===== src/rtl/alu_arb_pkg.sv =====
// rtl/alu_arb_pkg.sv - shared widths, FSM encoding and held-response type for alu_arb
package alu_arb_pkg;

    localparam int XLEN  = 32;
    localparam int CTR_W = 4;

    // FSM encoding: RESPn means one result is held for requester n
    localparam logic [1:0] IDLE  = 2'd0;
    localparam logic [1:0] RESP0 = 2'd1;
    localparam logic [1:0] RESP1 = 2'd2;

    typedef struct packed {
        logic [XLEN-1:0] out;
        logic            less;
        logic            zero;
    } alu_rsp_t;

endpackage


===== src/rtl/alu_arb_rr_arb2.sv =====
// rtl/alu_arb_rr_arb2.sv - two-way round-robin arbiter, combinational
// Ports:
//   req  [1:0] in   request vector (bit n = requester n)
//   last       in   requester granted most recently
//   gnt  [1:0] out  one-hot grant (all zero when no request)
module rr_arb2 (
    input  logic [1:0] req,
    input  logic       last,
    output logic [1:0] gnt
);

    always_comb begin
        gnt = req;
        // on contention the requester not served last time wins
        if (req == 2'b11) begin
            gnt = last ? 2'b01 : 2'b10;
        end
    end

endmodule


===== src/rtl/alu_arb.sv =====
// rtl/alu_arb.sv - arbitrates two requesters onto one combinational ALU, one held result
// Ports:
//   clk, rst (sync, active-high)
//   rN_req_valid/ready/a/b/ctr   operation request from requester N (N=0,1)
//   rN_rsp_valid/ready/out/less/zero   registered result for requester N
//   alu_a/alu_b/alu_ctr out, alu_out/alu_less/alu_zero in   shared ALU
//   grant_cnt0/grant_cnt1/conflict_cnt   only when ALU_ARB_PERF_CNT_EN is defined
// Parameter PRIO_INIT: requester winning the first contended arbitration after reset.
module alu_arb
    import alu_arb_pkg::*;
#(
    parameter logic PRIO_INIT = 1'b0
) (
    input  logic             clk,
    input  logic             rst,
`ifdef ALU_ARB_PERF_CNT_EN
    output logic [31:0]      grant_cnt0,
    output logic [31:0]      grant_cnt1,
    output logic [31:0]      conflict_cnt,
`endif
    input  logic             r0_req_valid,
    output logic             r0_req_ready,
    input  logic [XLEN-1:0]  r0_req_a,
    input  logic [XLEN-1:0]  r0_req_b,
    input  logic [CTR_W-1:0] r0_req_ctr,
    output logic             r0_rsp_valid,
    input  logic             r0_rsp_ready,
    output logic [XLEN-1:0]  r0_rsp_out,
    output logic             r0_rsp_less,
    output logic             r0_rsp_zero,
    input  logic             r1_req_valid,
    output logic             r1_req_ready,
    input  logic [XLEN-1:0]  r1_req_a,
    input  logic [XLEN-1:0]  r1_req_b,
    input  logic [CTR_W-1:0] r1_req_ctr,
    output logic             r1_rsp_valid,
    input  logic             r1_rsp_ready,
    output logic [XLEN-1:0]  r1_rsp_out,
    output logic             r1_rsp_less,
    output logic             r1_rsp_zero,
    output logic [XLEN-1:0]  alu_a,
    output logic [XLEN-1:0]  alu_b,
    output logic [CTR_W-1:0] alu_ctr,
    input  logic [XLEN-1:0]  alu_out,
    input  logic             alu_less,
    input  logic             alu_zero
);

    logic [1:0] state_q, state_d;
    logic       last_q, last_d;
    alu_rsp_t   rsp_q, rsp_d;
    logic       accept;
    logic [1:0] gnt;

    // a slot opens when nothing is held, or the held result leaves this cycle
    assign accept = !rst && ((state_q == IDLE) ||
                             (state_q == RESP0 && r0_rsp_ready) ||
                             (state_q == RESP1 && r1_rsp_ready));

    rr_arb2 u_rr_arb2 (
        .req  ({r1_req_valid, r0_req_valid} & {2{accept}}),
        .last (last_q),
        .gnt  (gnt)
    );

    assign r0_req_ready = gnt[0];
    assign r1_req_ready = gnt[1];

    always_comb begin
        alu_a   = '0;
        alu_b   = '0;
        alu_ctr = '0;
        if (gnt[0]) begin
            alu_a   = r0_req_a;
            alu_b   = r0_req_b;
            alu_ctr = r0_req_ctr;
        end else if (gnt[1]) begin
            alu_a   = r1_req_a;
            alu_b   = r1_req_b;
            alu_ctr = r1_req_ctr;
        end
    end

    always_comb begin
        state_d = state_q;
        last_d  = last_q;
        rsp_d   = rsp_q;
        if (|gnt) begin
            state_d    = gnt[1] ? RESP1 : RESP0;
            last_d     = gnt[1];
            rsp_d.out  = alu_out;
            rsp_d.less = alu_less;
            rsp_d.zero = alu_zero;
        end else if (accept && state_q != IDLE) begin
            state_d = IDLE;
        end
    end

    always_ff @(posedge clk) begin
        if (rst) begin
            state_q <= IDLE;
            last_q  <= ~PRIO_INIT;
            rsp_q   <= '0;
        end else begin
            state_q <= state_d;
            last_q  <= last_d;
            rsp_q   <= rsp_d;
        end
    end

    // only the requester owning the held result sees it; the other reads zero
    assign r0_rsp_valid = (state_q == RESP0);
    assign r1_rsp_valid = (state_q == RESP1);
    assign r0_rsp_out   = r0_rsp_valid ? rsp_q.out  : '0;
    assign r0_rsp_less  = r0_rsp_valid & rsp_q.less;
    assign r0_rsp_zero  = r0_rsp_valid & rsp_q.zero;
    assign r1_rsp_out   = r1_rsp_valid ? rsp_q.out  : '0;
    assign r1_rsp_less  = r1_rsp_valid & rsp_q.less;
    assign r1_rsp_zero  = r1_rsp_valid & rsp_q.zero;

`ifdef ALU_ARB_PERF_CNT_EN
    logic [31:0] grant_cnt0_q, grant_cnt0_d;
    logic [31:0] grant_cnt1_q, grant_cnt1_d;
    logic [31:0] conflict_cnt_q, conflict_cnt_d;

    always_comb begin
        grant_cnt0_d   = grant_cnt0_q + {31'd0, gnt[0]};
        grant_cnt1_d   = grant_cnt1_q + {31'd0, gnt[1]};
        conflict_cnt_d = conflict_cnt_q +
                         {31'd0, accept & r0_req_valid & r1_req_valid};
    end

    always_ff @(posedge clk) begin
        if (rst) begin
            grant_cnt0_q   <= '0;
            grant_cnt1_q   <= '0;
            conflict_cnt_q <= '0;
        end else begin
            grant_cnt0_q   <= grant_cnt0_d;
            grant_cnt1_q   <= grant_cnt1_d;
            conflict_cnt_q <= conflict_cnt_d;
        end
    end

    assign grant_cnt0   = grant_cnt0_q;
    assign grant_cnt1   = grant_cnt1_q;
    assign conflict_cnt = conflict_cnt_q;
`endif

endmodule

===== config.mk =====
export PLATFORM = sky130hd
export DESIGN_NAME = alu_arb
export DESIGN_NICKNAME = d
export VERILOG_FILES = /design/src/rtl/alu_arb_pkg.sv /design/src/rtl/alu_arb_rr_arb2.sv /design/src/rtl/alu_arb.sv
export SDC_FILE = /design/constraint.sdc
export NUM_CORES = 1
export LEC_CHECK = 0
export ABC_AREA = 1
export CAP_MARGIN = 10
export CORE_AREA = 10 10 115 117
export CTS_CLUSTER_DIAMETER = 120
export DETAILED_ROUTE_END_ITERATION = 10
export DIE_AREA = 0 0 125 127
export PLACE_DENSITY = 0.76
export SETUP_SLACK_MARGIN = 0.15
export SLEW_MARGIN = 15
export SYNTH_ARGS = -nofsm -noshare
export SYNTH_HDL_FRONTEND = slang
export SYNTH_SLANG_ARGS = --single-unit

===== constraint.sdc =====
create_clock -name clk -period 3.4 [get_ports clk]
set_input_delay 0.68 -clock clk [delete_from_list [all_inputs] [get_ports clk]]
set_output_delay 0.68 -clock clk [all_outputs]
set_load 0.01 [all_outputs]

* Yosys cells after proc, flatten, opt, wreduce, memory -nomap -nowiden
Cells that the tools add are included.
** Storage, ports and cells
- Register bits after elaboration :: 37
- Latch bits :: 0
- Bits in writable memories :: 0
- ROM bits :: 0
- Bits of input ports :: 176
- Output and inout port bits :: 140
- Memories :: 0
** Operators by class
- $add $sub $neg :: 0
- $mul :: 0
- Div/mod/pow operators :: 0
- Order comparisons :: 0
- Eq/ne operators :: 3
- Shift operators :: 0
- Multiplexer cells :: 13
- Bitwise gates (word level) :: 5
- Reductions and logical operators :: 11
** Operators with widths (number)
- $mux 32 :: 6
- $mux 2 :: 5
- $mux 4 :: 2
- $and 1x1->1 :: 4
- $eq 2x2->1 const B :: 2
- $logic_and 1x1->1 :: 4
- $reduce_bool 2->1 :: 2
- $and 2x2->2 :: 1
- $eq 2x1->1 const B :: 1
- $logic_not 2->1 :: 1
- $logic_or 1x1->1 :: 2
- $reduce_or 2->1 :: 1
- $logic_not 1->1 :: 1

* Depth between registers and ports, before layout
Gate-level depths: netlist of run 1.
- Depth in word-level cells :: 10
- Depth in mapped cells :: 9

* By module
From an unflattened synthesis of run 1, not the netlist that was laid out.
** Second synthesis, totals
- Cell total of the unflattened synthesis :: 483
- Area, all modules :: 2772.7 sq um
** By module, submodules not included
- alu_arb :: instances 1, cells each 478, area each 2751.4 sq um
- rr_arb2 :: instances 1, cells each 5, area each 21.3 sq um

* Worst setup path after synthesis of run 1
Ideal clock, no wire load.
- Path kind :: input to output
- From :: input r1_rsp_ready
- To :: output alu_a[11]
- Data arrival time :: 1.558 ns
- Required time :: 2.720 ns
- Slack :: 1.162 ns
- Stages :: 8
- Cells stage by stage :: inv_1 a21oi_2 nand3_1 inv_2 buf_4 buf_4 nand2_1 nand2_1
** On the way
- Cells in the longest elaborated chain, start to end :: 8
** RTL lines
- from (decl) :: RTL line alu_arb.sv:37 : input logic r1_rsp_ready,
- $logic_and 1x1->1 * :: RTL line alu_arb.sv:58 : (state_q == RESP1 && r1_rsp_ready));
- $logic_or 1x1->1 * :: RTL line alu_arb.sv:57 : (state_q == RESP0 && r0_rsp_ready) ||
- $logic_and 1x1->1 * :: RTL line alu_arb.sv:56 : assign accept = !rst && ((state_q == IDLE) ||
- $and 2x2->2 * :: RTL line alu_arb.sv:61 : .req ({r1_req_valid, r0_req_valid} & {2{accept}}),
- $eq 2x2->1 :: RTL line alu_arb_rr_arb2.sv:15 : if (req == 2'b11) begin
- $mux 2 * :: RTL line alu_arb_rr_arb2.sv:15
- $mux 32 :: RTL line alu_arb.sv:77 : end else if (gnt[1]) begin
- $mux 32 * :: RTL line alu_arb.sv:73 : if (gnt[0]) begin
- to (decl) :: RTL line alu_arb.sv:41 : output logic [XLEN-1:0] alu_a,
Mark *: on every way between the ends. The rest lies on a longest branch, timed or not.

* Final worst setup path of run 1
- From :: input r1_rsp_ready
- To :: output alu_a[17]
Same word-level chain as after synthesis.

==> results of run 1 <==
-- final cells by class --
class	instances	area (um2)	area share
clock buffer	5	125	0.0197
inverter	42	160	0.0252
antenna	4	10.0	0.00157
timing repair buffer	333	3460	0.544
tap	143	179	0.0281
clock inverter	3	17.5	0.00275
sequential	37	741	0.116
multi-input combinational	429	1670	0.263
-- routing by layer --
layer  routed length [um]  global-route usage  vias to the layer above
li1                     -                   -                     2183
met1                 5820               0.188                     1715
met2                 8010               0.317                      180
met3                 1680              0.0852                       14
met4                  310              0.0474                        0
met5                    0                   0                        -
-- how the worst max path moves through the flow --
stage                       from   endpoint  slack (ns)
detailed placement  r1_rsp_ready  alu_a[28]        0.06
finish              r1_rsp_ready  alu_a[17]        0.22
CTS                 r1_rsp_ready  alu_a[28]        0.08
global placement    r1_rsp_ready  alu_a[28]        0.07
floorplan           r1_rsp_ready  alu_a[11]        1.16
global route        r1_rsp_ready  alu_b[11]        0.11
-- sequential cells by signal, indices dropped and copies added, names as in the netlist --
| register | cells |
|---|---|
| state_q | 2 |
| last_q | 1 |
| rsp_q | 34 |
-- per-stage QoR --
| step | area (um2) | setup WS, ns |
|---|---|---|
| finish | 6360 | 0.218 |
| global route | 6360 | 0.112 |
| CTS | 6180 | 0.0820 |
| detailed placement | 6010 | 0.0573 |
| global placement | 6010 | 0.0743 |
| floorplan | 2710 | 1.16 |
-- logic make-up after synthesis --
group           Yosys count
compound gates            5
flops                    37
buf+inv                  72
simple gates            424
-- worst max-delay path: stages --
cell	delay (ns)
sky130_fd_sc_hd__clkdlybuf4s50_1	0.45
sky130_fd_sc_hd__inv_1	0.06
sky130_fd_sc_hd__a21oi_4	0.16
sky130_fd_sc_hd__nand3_2	0.12
sky130_fd_sc_hd__nor2_4	0.18
sky130_fd_sc_hd__buf_8	0.17
sky130_fd_sc_hd__nand2_1	0.06
sky130_fd_sc_hd__nand2_1	0.07
sky130_fd_sc_hd__clkdlybuf4s50_1	0.54
-- layout by cell type (no fill, tap or decap), drive strengths merged --
cell,Yosys,layout
and2,1,1
nand3,4,4
o21ai,1,1
dlygate4sd2,0,26
a21oi,2,2
buf,21,16
o31ai,1,1
dfxtp,37,37
clkdlybuf4s50,0,258
clkbuf,9,7
dlymetal6s2s,0,31
nand2,277,277
clkinvlp,0,1
a31oi,1,1
diode,0,4
clkinv,3,5
nor2,142,142
inv,39,39
-- report_power, final --
group	leakage, nW	switching [W]	internal, W
registers	0.307	0.0000132	0.000478
logic	3.07	0.000341	0.000418
clock network	0.0696	0.000181	0.000269
-- cells in the mapped netlist, types with 2 or more instances --
| master | n |
|---|---|
| sky130_fd_sc_hd__nand2_1 | 277 |
| sky130_fd_sc_hd__nor2_1 | 141 |
| sky130_fd_sc_hd__dfxtp_1 | 37 |
| sky130_fd_sc_hd__inv_1 | 36 |
| sky130_fd_sc_hd__buf_2 | 17 |
| sky130_fd_sc_hd__clkbuf_1 | 9 |
| sky130_fd_sc_hd__nand3_1 | 4 |
| sky130_fd_sc_hd__clkinv_1 | 3 |
| sky130_fd_sc_hd__inv_2 | 3 |
| sky130_fd_sc_hd__buf_4 | 2 |
| sky130_fd_sc_hd__buf_6 | 2 |
-- what timing repair did --
action / 4_1_cts / 5_1_grt
cloned: 1 / 2
gates resized for setup: 29 / 35
buffers inserted: 1 / 2
endpoints found under the setup margin: 68 / 43
pin swaps: 0 / 1
==> impl_metrics.ini, run 1 <==
[outcome]
outcome = completed

[global_route]
first_global_vias = 3990
globalRouteTotalUtil = 0.180
antenna_violations_before_repair = 4
grt_start_max_net_pins = 57
grt_overflow = 0
grt_first_pass_wirelength_um = 23200

[worst_hold_path]
holdCritStartpoint = last_q
hold_class = flip-flop to flip-flop
worst_hold_path.num_cells = 2
hold_worst_path_end = last_q

[die]
die_x_um = 125
floorplan.initialDensity = 0.243
die-height_um = 127
core_area_um2 = 11100
io_pins = 316
num_rows = 39
fp.dieArea_um2 = 15900

[sta]
max_freq_mhz = 314
final_period_minus_worst_setup_slack_ns = 3.18
max_slew.worst_pin.slew_ns = 0.941
grt_setup_unrepaired = true
setup_viol_count_final = 0
slew_headroom = 0.369
finalCritPeriodShare = 0.936
fin_worst_hold_slack_ns = 0.526
tns_ns = 0
report.final.slew_viol_count = 0
worst_clock_skew_ns = 0.00556
report.final.hold_viol_count = 0

[worst_setup_path]
timing_worst_setup_path_type = input pin to output port
critPathMaxFanout = 16
critical_path.reg2reg.endpoint = rsp_q[24]
worst-endpoint-required_ns = 2.72
r2r.worst_path.cells = 9
worstReg2RegStart = state_q[1]
ff_to_ff_setup_slack_ns = 1.69
setup.worst_path.end_class = output port
timing.critical_path.from_type = input pin
cp_data_arrival_time_ns = 2.50

[synthesis]
synth.area.mux_share = 0
syn_area_per_cell_um2 = 5.03
post_synth_main_area_contributors = sky130_fd_sc_hd__nand2_1 (38%), sky130_fd_sc_hd__dfxtp_1 (27%), sky130_fd_sc_hd__nor2_1 (20%)
synthesis.instances = 538
syn_nets = 714
postSynthRegisterBits = 37
async_flop_share = 0
post-synth-top-area-cell = sky130_fd_sc_hd__nand2_1
synth_sequential_area_ratio = 0.274
synth_compound_area_frac = 0.0171
synth_cell_types = 18
cell_area_after_technology_mapping_um2 = 2710
postSynth.topFlopCell = sky130_fd_sc_hd__dfxtp_1
synth_enable_flop_cells = 0
synthAdderAreaFrac = 0
combinational_family_with_the_most_area_after_synthesis = simple AND/OR/NAND/NOR gates
yosys_warnings = 0
yosys.area_share.xor_xnor = 0
synth_top_cell_area_share = 0.384
simple_gate_fraction_of_synth_area = 0.593

[place]
gp_congestion = 0.918
numPlacedInstances = 978
placement.io_buffers = 315
detailedPlacementHpwl_um = 13000

[clock_tree]
htree_levels = 2
holdBufCountCts = 0
clock_slew_at_the_register_clock_pins_of_the_worst_setup_and_hold_paths_ns = 0.06
cts.root.buffer_cell = sky130_fd_sc_hd__clkbuf_16
count_of_clock_tree_sinks = 37
clock_tree_from_tritoncts = yes
cts-buffers-inserted = 5
clkLatencyLatePin_ns = 0.28
cts-root-to-sink-buffers = 2

[routing]
drt-pass1-iter-count = 4
avgViaCountPerCell = 4.11
drt-initial-drc-count = 153
ant_nets = 0
post-route-drc-count = 0
finalWirelength_um = 15800
wl_per_cell_um = 15.9
num_vias = 4092

[power_and_ir_drop]
power.ir.vdd_worst_uv = 195
totalPowerFinal_w = 0.00170
power-per-cell-area_nw_per_um2 = 267
leakagePower_nw = 3.45

[finish]
layout-drive-gt1-share = 0.0412
finish.cell_count_without_fillers = 996
fillers = 1114
flow.area_growth_from_synthesis_pct = 135
layout_nets = 1024
layout.core_utilization = 0.572

[flow_run]
max_cap_violations = 0
(Power assumes the default switching activity.)
==> run 2, diff against run 1 <==
--- a/config.mk
+++ b/config.mk
@@ -13,7 +13,7 @@
 export DIE_AREA = 0 0 125 127
 export PLACE_DENSITY = 0.76
 export SETUP_SLACK_MARGIN = 0.15
-export SLEW_MARGIN = 15
+export SLEW_MARGIN = 5
 export SYNTH_ARGS = -nofsm -noshare
 export SYNTH_HDL_FRONTEND = slang
 export SYNTH_SLANG_ARGS = --single-unit
==> results of run 2 <==
Same layout as run 1: the final DEF is identical, and so are final timing and power.
==> run 3, diff against run 2 <==
--- a/config.mk
+++ b/config.mk
@@ -6,7 +6,7 @@
 export NUM_CORES = 1
 export LEC_CHECK = 0
 export ABC_AREA = 1
-export CAP_MARGIN = 10
+export CAP_MARGIN = 20
 export CORE_AREA = 10 10 115 117
 export CTS_CLUSTER_DIAMETER = 120
 export DETAILED_ROUTE_END_ITERATION = 10
==> results of run 3 <==
Same layout as run 1: the final DEF is identical, and so are final timing and power.
